$ cat config.mk
export PLATFORM = sky130hd
export DESIGN_NAME = boot_loader
export DESIGN_NICKNAME = d
export VERILOG_FILES = /design/src/rtl/boot_pkg.sv /design/src/rtl/boot_csum_acc.sv /design/src/rtl/boot_loader.sv
export SDC_FILE = /design/constraint.sdc
export NUM_CORES = 1
export LEC_CHECK = 0
export ABC_AREA = 0
export CELL_PAD_IN_SITES_DETAIL_PLACEMENT = 1
export CELL_PAD_IN_SITES_GLOBAL_PLACEMENT = 1
export CORE_ASPECT_RATIO = 1.1
export CORE_MARGIN = 3
export CORE_UTILIZATION = 49
export DETAILED_ROUTE_END_ITERATION = 6
export DONT_BUFFER_PORTS = 1
export GPL_ROUTABILITY_DRIVEN = 0
export GPL_TIMING_DRIVEN = 0
export PLACE_DENSITY = 0.85
export SLEW_MARGIN = 20
export SYNTH_ARGS = -nofsm -noshare
export SYNTH_HDL_FRONTEND = slang
export SYNTH_SLANG_ARGS = --single-unit
export TNS_END_PERCENT = 1
$ cat constraint.sdc
create_clock -name clk -period 2.7 [get_ports clk]
set_input_delay 0.54 -clock clk [delete_from_list [all_inputs] [get_ports clk]]
set_output_delay 0.54 -clock clk [all_outputs]
set_load 0.02 [all_outputs]
$ cat src/rtl/boot_pkg.sv
// Shared definitions for the boot loader slice.
//
// Contents:
//   - boot_state_e : loader FSM encoding (HDR, LOAD, CSUM, RUN, ERR)
//   - header field positions and a helper that builds the reserved-bit mask
//   - default memory address width and GO command word
//   - memory select constants SEL_INSN / SEL_DATA
//
// Optional feature macro used by the files importing this package:
//   BOOT_LOADER_CHECKSUM_EN
package boot_pkg;

  localparam int          BOOT_ADDR_W  = 10;
  localparam logic [31:0] BOOT_GO_WORD = 32'hFFFF_FFFF;

  // Header word layout: [31] sel, [16 +: ADDR_W] base, [0 +: ADDR_W] count-1
  localparam int HDR_SEL_BIT  = 31;
  localparam int HDR_BASE_LSB = 16;
  localparam int HDR_CNT_LSB  = 0;

  localparam logic SEL_INSN = 1'b0;
  localparam logic SEL_DATA = 1'b1;

  typedef enum logic [2:0] {
    HDR  = 3'd0,
    LOAD = 3'd1,
    CSUM = 3'd2,
    RUN  = 3'd3,
    ERR  = 3'd4
  } boot_state_e;

  // Every header bit not belonging to a defined field is reserved.
  // For a 10-bit address this yields 32'h7C00_FC00.
  function automatic logic [31:0] hdr_rsvd_mask(input int aw);
    logic [31:0] m;
    m = 32'hFFFF_FFFF;
    m[HDR_SEL_BIT] = 1'b0;
    for (int i = 0; i < aw; i++) begin
      m[HDR_BASE_LSB + i] = 1'b0;
      m[HDR_CNT_LSB + i]  = 1'b0;
    end
    return m;
  endfunction

endpackage

$ cat src/rtl/boot_csum_acc.sv
// XOR accumulator for block checksums.
//
// Ports:
//   clk, reset : clock and asynchronous active-low reset
//   clr        : zero the accumulator (start of a new block)
//   en         : fold din into the accumulator
//   din        : payload word
//   cmp        : word to compare against the running XOR
//   match      : accumulator equals cmp
//
// Only instantiated when BOOT_LOADER_CHECKSUM_EN is defined.
module boot_csum_acc (
  input  logic        clk,
  input  logic        reset,
  input  logic        clr,
  input  logic        en,
  input  logic [31:0] din,
  input  logic [31:0] cmp,
  output logic        match
);

  logic [31:0] acc_q;
  logic [31:0] acc_d;

  always_comb begin
    acc_d = acc_q;
    if (clr) begin
      acc_d = 32'h0;
    end else if (en) begin
      acc_d = acc_q ^ din;
    end
  end

  always_ff @(posedge clk or negedge reset) begin
    if (!reset) begin
      acc_q <= 32'h0;
    end else begin
      acc_q <= acc_d;
    end
  end

  assign match = (acc_q == cmp);

endmodule

$ cat src/rtl/boot_loader.sv
// Boot loader: turns a 32-bit valid/ready word stream into writes to the
// core's instruction or data memory, holding the core in reset until a GO
// command arrives.
//
// Ports:
//   clk, reset   : clock and asynchronous active-low reset
//   s_valid/s_ready/s_data : input word stream
//   mem_we, mem_sel, mem_addr, mem_wdata : registered memory write port
//                  (mem_sel 0 = instruction memory, 1 = data memory)
//   core_rst_n   : active-low core reset, released after GO
//   busy         : a block payload is in progress
//   err          : sticky error (bad header or checksum mismatch)
//
// Optional feature macro: BOOT_LOADER_CHECKSUM_EN. When defined, each block
// payload is followed by an XOR checksum word checked in the CSUM state.
module boot_loader
  import boot_pkg::*;
#(
  parameter int          ADDR_W  = BOOT_ADDR_W,
  parameter logic [31:0] GO_WORD = BOOT_GO_WORD
) (
  input  logic              clk,
  input  logic              reset,
  input  logic              s_valid,
  output logic              s_ready,
  input  logic [31:0]       s_data,
  output logic              mem_we,
  output logic              mem_sel,
  output logic [ADDR_W-1:0] mem_addr,
  output logic [31:0]       mem_wdata,
  output logic              core_rst_n,
  output logic              busy,
  output logic              err
);

  localparam logic [31:0]   RSVD_MASK = hdr_rsvd_mask(ADDR_W);
  localparam logic [ADDR_W+1:0] DEPTH = (ADDR_W+2)'(1) << ADDR_W;

  boot_state_e       state_q, state_d;
  logic [ADDR_W-1:0] base_q, base_d;
  logic [ADDR_W-1:0] cnt_q, cnt_d;
  logic [ADDR_W-1:0] idx_q, idx_d;
  logic              sel_q, sel_d;

  logic              s_ready_q, s_ready_d;
  logic              mem_we_q, mem_we_d;
  logic              mem_sel_q, mem_sel_d;
  logic [ADDR_W-1:0] mem_addr_q, mem_addr_d;
  logic [31:0]       mem_wdata_q, mem_wdata_d;
  logic              core_rst_n_q, core_rst_n_d;
  logic              busy_q, busy_d;
  logic              err_q, err_d;

  logic              beat;
  logic [ADDR_W-1:0] hdr_base;
  logic [ADDR_W-1:0] hdr_cnt_m1;
  logic [ADDR_W+1:0] hdr_end;
  logic              hdr_bad;

  assign beat       = s_valid && s_ready_q;
  assign hdr_base   = s_data[HDR_BASE_LSB +: ADDR_W];
  assign hdr_cnt_m1 = s_data[HDR_CNT_LSB +: ADDR_W];
  // One past the last address of the block; widened so it cannot wrap.
  assign hdr_end    = {2'b00, hdr_base} + {2'b00, hdr_cnt_m1} + (ADDR_W+2)'(1);
  assign hdr_bad    = ((s_data & RSVD_MASK) != 32'h0) || (hdr_end > DEPTH);

`ifdef BOOT_LOADER_CHECKSUM_EN
  logic csum_clr;
  logic csum_en;
  logic csum_match;

  boot_csum_acc u_csum (
    .clk   (clk),
    .reset (reset),
    .clr   (csum_clr),
    .en    (csum_en),
    .din   (s_data),
    .cmp   (s_data),
    .match (csum_match)
  );
`endif

  always_comb begin
    state_d     = state_q;
    base_d      = base_q;
    cnt_d       = cnt_q;
    idx_d       = idx_q;
    sel_d       = sel_q;
    mem_we_d    = 1'b0;
    mem_sel_d   = mem_sel_q;
    mem_addr_d  = mem_addr_q;
    mem_wdata_d = mem_wdata_q;
`ifdef BOOT_LOADER_CHECKSUM_EN
    csum_clr    = 1'b0;
    csum_en     = 1'b0;
`endif

    case (state_q)
      HDR: begin
        if (beat) begin
          // GO has reserved bits set, so it must be recognised first.
          if (s_data == GO_WORD) begin
            state_d = RUN;
          end else if (hdr_bad) begin
            state_d = ERR;
          end else begin
            sel_d   = s_data[HDR_SEL_BIT];
            base_d  = hdr_base;
            cnt_d   = hdr_cnt_m1;
            idx_d   = '0;
            state_d = LOAD;
`ifdef BOOT_LOADER_CHECKSUM_EN
            csum_clr = 1'b1;
`endif
          end
        end
      end
      LOAD: begin
        if (beat) begin
          mem_we_d    = 1'b1;
          mem_sel_d   = sel_q;
          mem_addr_d  = base_q + idx_q;
          mem_wdata_d = s_data;
          idx_d       = idx_q + 1'b1;
`ifdef BOOT_LOADER_CHECKSUM_EN
          csum_en     = 1'b1;
`endif
          if (idx_q == cnt_q) begin
`ifdef BOOT_LOADER_CHECKSUM_EN
            state_d = CSUM;
`else
            state_d = HDR;
`endif
          end
        end
      end
      CSUM: begin
`ifdef BOOT_LOADER_CHECKSUM_EN
        if (beat) begin
          state_d = csum_match ? HDR : ERR;
        end
`endif
      end
      RUN: begin
        state_d = RUN;
      end
      ERR: begin
        state_d = ERR;
      end
      default: begin
        state_d = ERR;
      end
    endcase

    // Status outputs are registered copies of the next-state decode.
    s_ready_d    = (state_d == HDR) || (state_d == LOAD) || (state_d == CSUM);
    busy_d       = (state_d == LOAD);
    err_d        = (state_d == ERR);
    core_rst_n_d = (state_d == RUN);
  end

  always_ff @(posedge clk or negedge reset) begin
    if (!reset) begin
      state_q      <= HDR;
      base_q       <= '0;
      cnt_q        <= '0;
      idx_q        <= '0;
      sel_q        <= SEL_INSN;
      s_ready_q    <= 1'b0;
      mem_we_q     <= 1'b0;
      mem_sel_q    <= SEL_INSN;
      mem_addr_q   <= '0;
      mem_wdata_q  <= 32'h0;
      core_rst_n_q <= 1'b0;
      busy_q       <= 1'b0;
      err_q        <= 1'b0;
    end else begin
      state_q      <= state_d;
      base_q       <= base_d;
      cnt_q        <= cnt_d;
      idx_q        <= idx_d;
      sel_q        <= sel_d;
      s_ready_q    <= s_ready_d;
      mem_we_q     <= mem_we_d;
      mem_sel_q    <= mem_sel_d;
      mem_addr_q   <= mem_addr_d;
      mem_wdata_q  <= mem_wdata_d;
      core_rst_n_q <= core_rst_n_d;
      busy_q       <= busy_d;
      err_q        <= err_d;
    end
  end

  assign s_ready    = s_ready_q;
  assign mem_we     = mem_we_q;
  assign mem_sel    = mem_sel_q;
  assign mem_addr   = mem_addr_q;
  assign mem_wdata  = mem_wdata_q;
  assign core_rst_n = core_rst_n_q;
  assign busy       = busy_q;
  assign err        = err_q;

endmodule

==> PnR_summary.wiki <==
{| class="wikitable"
! Metric !! Value
|-
| Required time of the worst setup path || 3.00 ns
|-
| Detailed router's first-iteration violation count || 271
|-
| Die Footprint || 10100 um^2
|-
| Worst max-slew margin expressed relative to the limit || 38.7%
|-
| Total number of yosys warnings || 0
|-
| Failing checks || setup timing
|-
| Highest metal used || met4
|-
| Initial antenna violation count || 0
|-
| Layout-stage area growth over the synthesis result || 11.7%
|-
| Dominant combinational cell family by area after synthesis || simple AND/OR/NAND/NOR gates
|-
| Final setup vio count || 4
|-
| Total clock buffers created by CTS || 9
|-
| Total iterations of the first detailed-routing run || 6
|-
| Setup total negative slack || -0.141 ns
|-
| Final critical delay including setup and external delays || 2.76 ns
|-
| Total global-route track usage || 28.2%
|-
| Largest area contributor in the netlist || sky130_fd_sc_hd__dfrtp_1
|-
| Ys flop type || sky130_fd_sc_hd__dfrtp_1
|-
| Combined area of the multi-input logic cells || 2310 um^2
|-
| Post-layout net count || 519
|-
| Cell types with the largest area share after synthesis || sky130_fd_sc_hd__dfrtp_1, sky130_fd_sc_hd__nand2_1, sky130_fd_sc_hd__ha_1
|-
| Slew @ Worst Pin || 0.912 ns
|-
| Synthesized instance count || 449
|-
| Post-route clock period utilization || 102%
|-
| Routed wl met2 || 6740 um
|-
| First-pass GRT wire length || 21600 um
|-
| Routed length per instance || 22.9 um
|-
| CTS tree || yes
|-
| Simple-gate area share of the yosys netlist || 21.4%
|-
| Nature of the critical path endpoint || register
|-
| Starting utilization of the core area || 51.2%
|-
| Longest Clk Path Bufs || 2
|-
| Max-slew violation count || 0
|-
| Max VDD drop || 308 uV
|-
| Compound-cell area share of the yosys netlist || 12.4%
|-
| Cell-by-cell trace of the critical path || ha_1, o21ai_1, a21oi_1, o41ai_1, a2bb2oi_1, nand4b_1, o21a_4, buf_6, or3_4, a21oi_2
|-
| Final Hold Slack || 0.0724 ns
|-
| Setup skew after layout || 0.0136 ns
|-
| Number of placement rows || 35
|-
| CP max stage cell || sky130_fd_sc_hd__o41ai_1
|-
| Clock tree root buffer cell || sky130_fd_sc_hd__clkbuf_8
|-
| Vertical die dimension || 105 um
|-
| Delay of the slowest cell on the worst path || 0.46 ns
|-
| Largest net degree at the start of global routing || 83
|-
| Net count after synthesis || 506
|-
| Top-level I/O count || 83
|-
| Run status || finished with violations
|-
| Arrival time at the worst endpoint || 3.06 ns
|-
| Largest fanout on the critical path || 10
|-
| Number of cells traversed by the worst register-to-register path || 9
|-
| Wire length on met3 || 934 um
|-
| Share of post-route cells with drive strength above 1 || 12.2%
|-
| Floorplan die width || 95.9 um
|-
| Final global-route overflow total || 0
|-
| Vias in the first global route || 4002
|-
| Total Power || 2290 uW
|-
| Filler instances || 958
|-
| Max Cap Violations || 0
|-
| Count of nets left with antenna violations after detail routing || 0
|-
| Register area share after synthesis || 47.1%
|-
| Count of buffers inserted at the top-level ports || 0
|-
| Register bit count reported by yosys || 82
|-
| XOR/XNOR share of the synthesized area || 4.43%
|-
| Reg area || 2050 um^2
|-
| PwrDens || 472 nW/um^2
|-
| Type of the worst min-delay path || in -> async
|-
| Synthesized area divided by synthesized cell count || 9.69 um^2
|-
| Netlist area before placement || 4350 um^2
|-
| Number of design rule violations left after detail routing || 0
|-
| Count of inserted antenna diode cells || 0
|-
| Share of cell area taken by muxes after synthesis || 5.63%
|-
| Unrepaired setup endpoints after global routing || yes
|-
| TritonCTS Sinks || 82
|-
| P_leak || 0.00241 uW
|-
| Adder-cell share of the synthesized area || 6.67%
|-
| Per-cell via count in the routed design || 6.16
|-
| Asr flop ratio synth || 100%
|-
| Number of different library cells in the post-synthesis netlist || 57
|-
| Later-pin clock latency in the skew report || 0.37 ns
|-
| CTS clk-pin slew, worst paths || 0.09 ns
|-
| Max Clock Freq || 362 MHz
|-
| Total number of vias || 3560
|-
| Hold violation count in the final report || 0
|-
| Standard cell core area || 8500 um^2
|-
| Critical path class || in -> reg
|-
| Pre-CTS setup slack || -0.486 ns
|-
| CTS H-tree lvls || 3
|-
| Proportion of netlist area held by the largest area contributor || 47.1%
|-
| Wire length on met1 || 5040 um
|-
| Detailed placement HPWL || 9560 um
|-
| Drt total wl || 13300 um
|-
| Final setup slack of the worst path || -0.0619 ns
|-
| Crit path launch type || input pin
|-
| Number of synthesized flops with an enable pin || 0
|}
kinds of logic (layout without fill, tap and decap cells):
group                    count (synthesis)  count (layout)
adder cells (fa/ha/maj)                 22              22
AND/OR/NAND/NOR                        196             196
flip-flops                              82              82
buffers and inverters                   24              42
AO/OA/AOI/OAI                           81              81
multiplexers                            22              22
XOR/XNOR                                22              22
layout make-up:
| class | count | share of cell area [%] |
|---|---|---|
| Multi-Input combinational cell | 343 | 47.6 |
| Sequential cell | 82 | 42.2 |
| Tap cell | 111 | 2.86 |
| Clock buffer | 9 | 2.55 |
| Buffer | 14 | 1.57 |
| Clock inverter | 7 | 1.26 |
| Inverter | 10 | 1.18 |
| Timing Repair Buffer | 2 | 0.721 |
final timing paths:
check / start / endpoint / slack, ns
worst max-delay path: s_data[2] / idx_q[9]$_DFFE_PN0P_ / -0.06
min in group clk: s_data[31] / mem_wdata[31]$_DFFE_PN0P_ / 0.26
worst min-delay path: reset / base_q[7]$_DFFE_PN0P_ / 0.07
worst max register to register: s_ready$_DFF_PN0_ / cnt_q[4]$_DFFE_PN0P_ / 0.06
max in group asynchronous: reset / mem_addr[0]$_DFFE_PN0P_ / 2.32
worst min register to register: sel_q$_DFFE_PN0P_ / mem_sel$_DFFE_PN0P_ / 0.50
worst max-delay path: cells and delay by family:
family / cells / cell delay (ns)
AOI/OAI and AO/OA: 6 / 1.37
and+or+nand+nor: 2 / 0.63
adders and majority gates: 1 / 0.35
buffers and inverters: 1 / 0.14
registers in the layout, indices dropped and copies added, names as in the netlist, 3 cells and up:
name       cells
base_q        10
cnt_q         10
idx_q         10
mem_addr      10
mem_wdata     32
state_q        3
per-layer routing:
metal	track usage [%]	vias up
met5	0	-
met2	46.5	138
li1	-	1614
met4	11.9	0
met3	8.42	43
met1	33.5	1765
stage by stage:
stage	cells	util [%]	cell area, um^2
CTS	577	56.5	4800
floorplan	449	-	4440
global route	578	57.2	4860
detailed placement	560	53.8	4570
global placement	560	53.8	4570
finish	578	57.2	4860
cell usage in the layout (no fill, tap or decap), types with 3 or more instances in the layout:
master                     count
sky130_fd_sc_hd__nand2_1     107
sky130_fd_sc_hd__dfrtp_1      81
sky130_fd_sc_hd__o21ai_0      26
sky130_fd_sc_hd__ha_1         18
sky130_fd_sc_hd__nor2_1       15
sky130_fd_sc_hd__a21oi_1      14
sky130_fd_sc_hd__xor2_1       13
sky130_fd_sc_hd__nand4_1      12
sky130_fd_sc_hd__nand3_1      11
sky130_fd_sc_hd__mux2_1       11
sky130_fd_sc_hd__xnor2_1       9
sky130_fd_sc_hd__mux2_4        9
sky130_fd_sc_hd__clkbuf_8      9
sky130_fd_sc_hd__clkbuf_1      8
sky130_fd_sc_hd__inv_1         7
sky130_fd_sc_hd__or3_1         7
sky130_fd_sc_hd__a21o_1        7
sky130_fd_sc_hd__nor4_1        5
sky130_fd_sc_hd__nor3_1        4
sky130_fd_sc_hd__nor2b_1       4
sky130_fd_sc_hd__o21ai_1       4
sky130_fd_sc_hd__a211oi_1      4
sky130_fd_sc_hd__nand2b_1      4
sky130_fd_sc_hd__and2_1        3
sky130_fd_sc_hd__and4b_1       3
sky130_fd_sc_hd__a31oi_1       3
sky130_fd_sc_hd__buf_6         3
sky130_fd_sc_hd__inv_6         3
power by group:
part           internal (uW)  switching, uW  total [uW]
clock                    352            517         869
combinational           75.0            122         197
sequential              1230              0        1230
what timing repair did:
action	4_1_cts	5_1_grt
cloned	0	0
setup endpoints to repair	8	31
resized for setup	4	12
hold buffers	1	0
hold endpoints to repair	82	0
setup buffers	0	1
pin swaps	0	5
cells in the mapped netlist, types with 3 or more instances:
cell	instances
sky130_fd_sc_hd__nand2_1	108
sky130_fd_sc_hd__dfrtp_1	82
sky130_fd_sc_hd__o21ai_0	27
sky130_fd_sc_hd__ha_1	20
sky130_fd_sc_hd__mux2_1	20
sky130_fd_sc_hd__nor2_1	16
sky130_fd_sc_hd__a21oi_1	15
sky130_fd_sc_hd__xor2_1	13
sky130_fd_sc_hd__nand4_1	12
sky130_fd_sc_hd__nand3_1	11
sky130_fd_sc_hd__inv_1	9
sky130_fd_sc_hd__xnor2_1	9
sky130_fd_sc_hd__clkbuf_1	8
sky130_fd_sc_hd__or3_1	8
sky130_fd_sc_hd__a21o_1	7
sky130_fd_sc_hd__nor3_1	5
sky130_fd_sc_hd__nor4_1	5
sky130_fd_sc_hd__a211oi_1	4
sky130_fd_sc_hd__a31oi_1	4
sky130_fd_sc_hd__nand2b_1	4
sky130_fd_sc_hd__nor2b_1	4
sky130_fd_sc_hd__and2_1	3
sky130_fd_sc_hd__and4b_1	3
sky130_fd_sc_hd__o21a_1	3
sky130_fd_sc_hd__o21ai_1	3
Note: power is estimated with default switching activity, not from simulation.
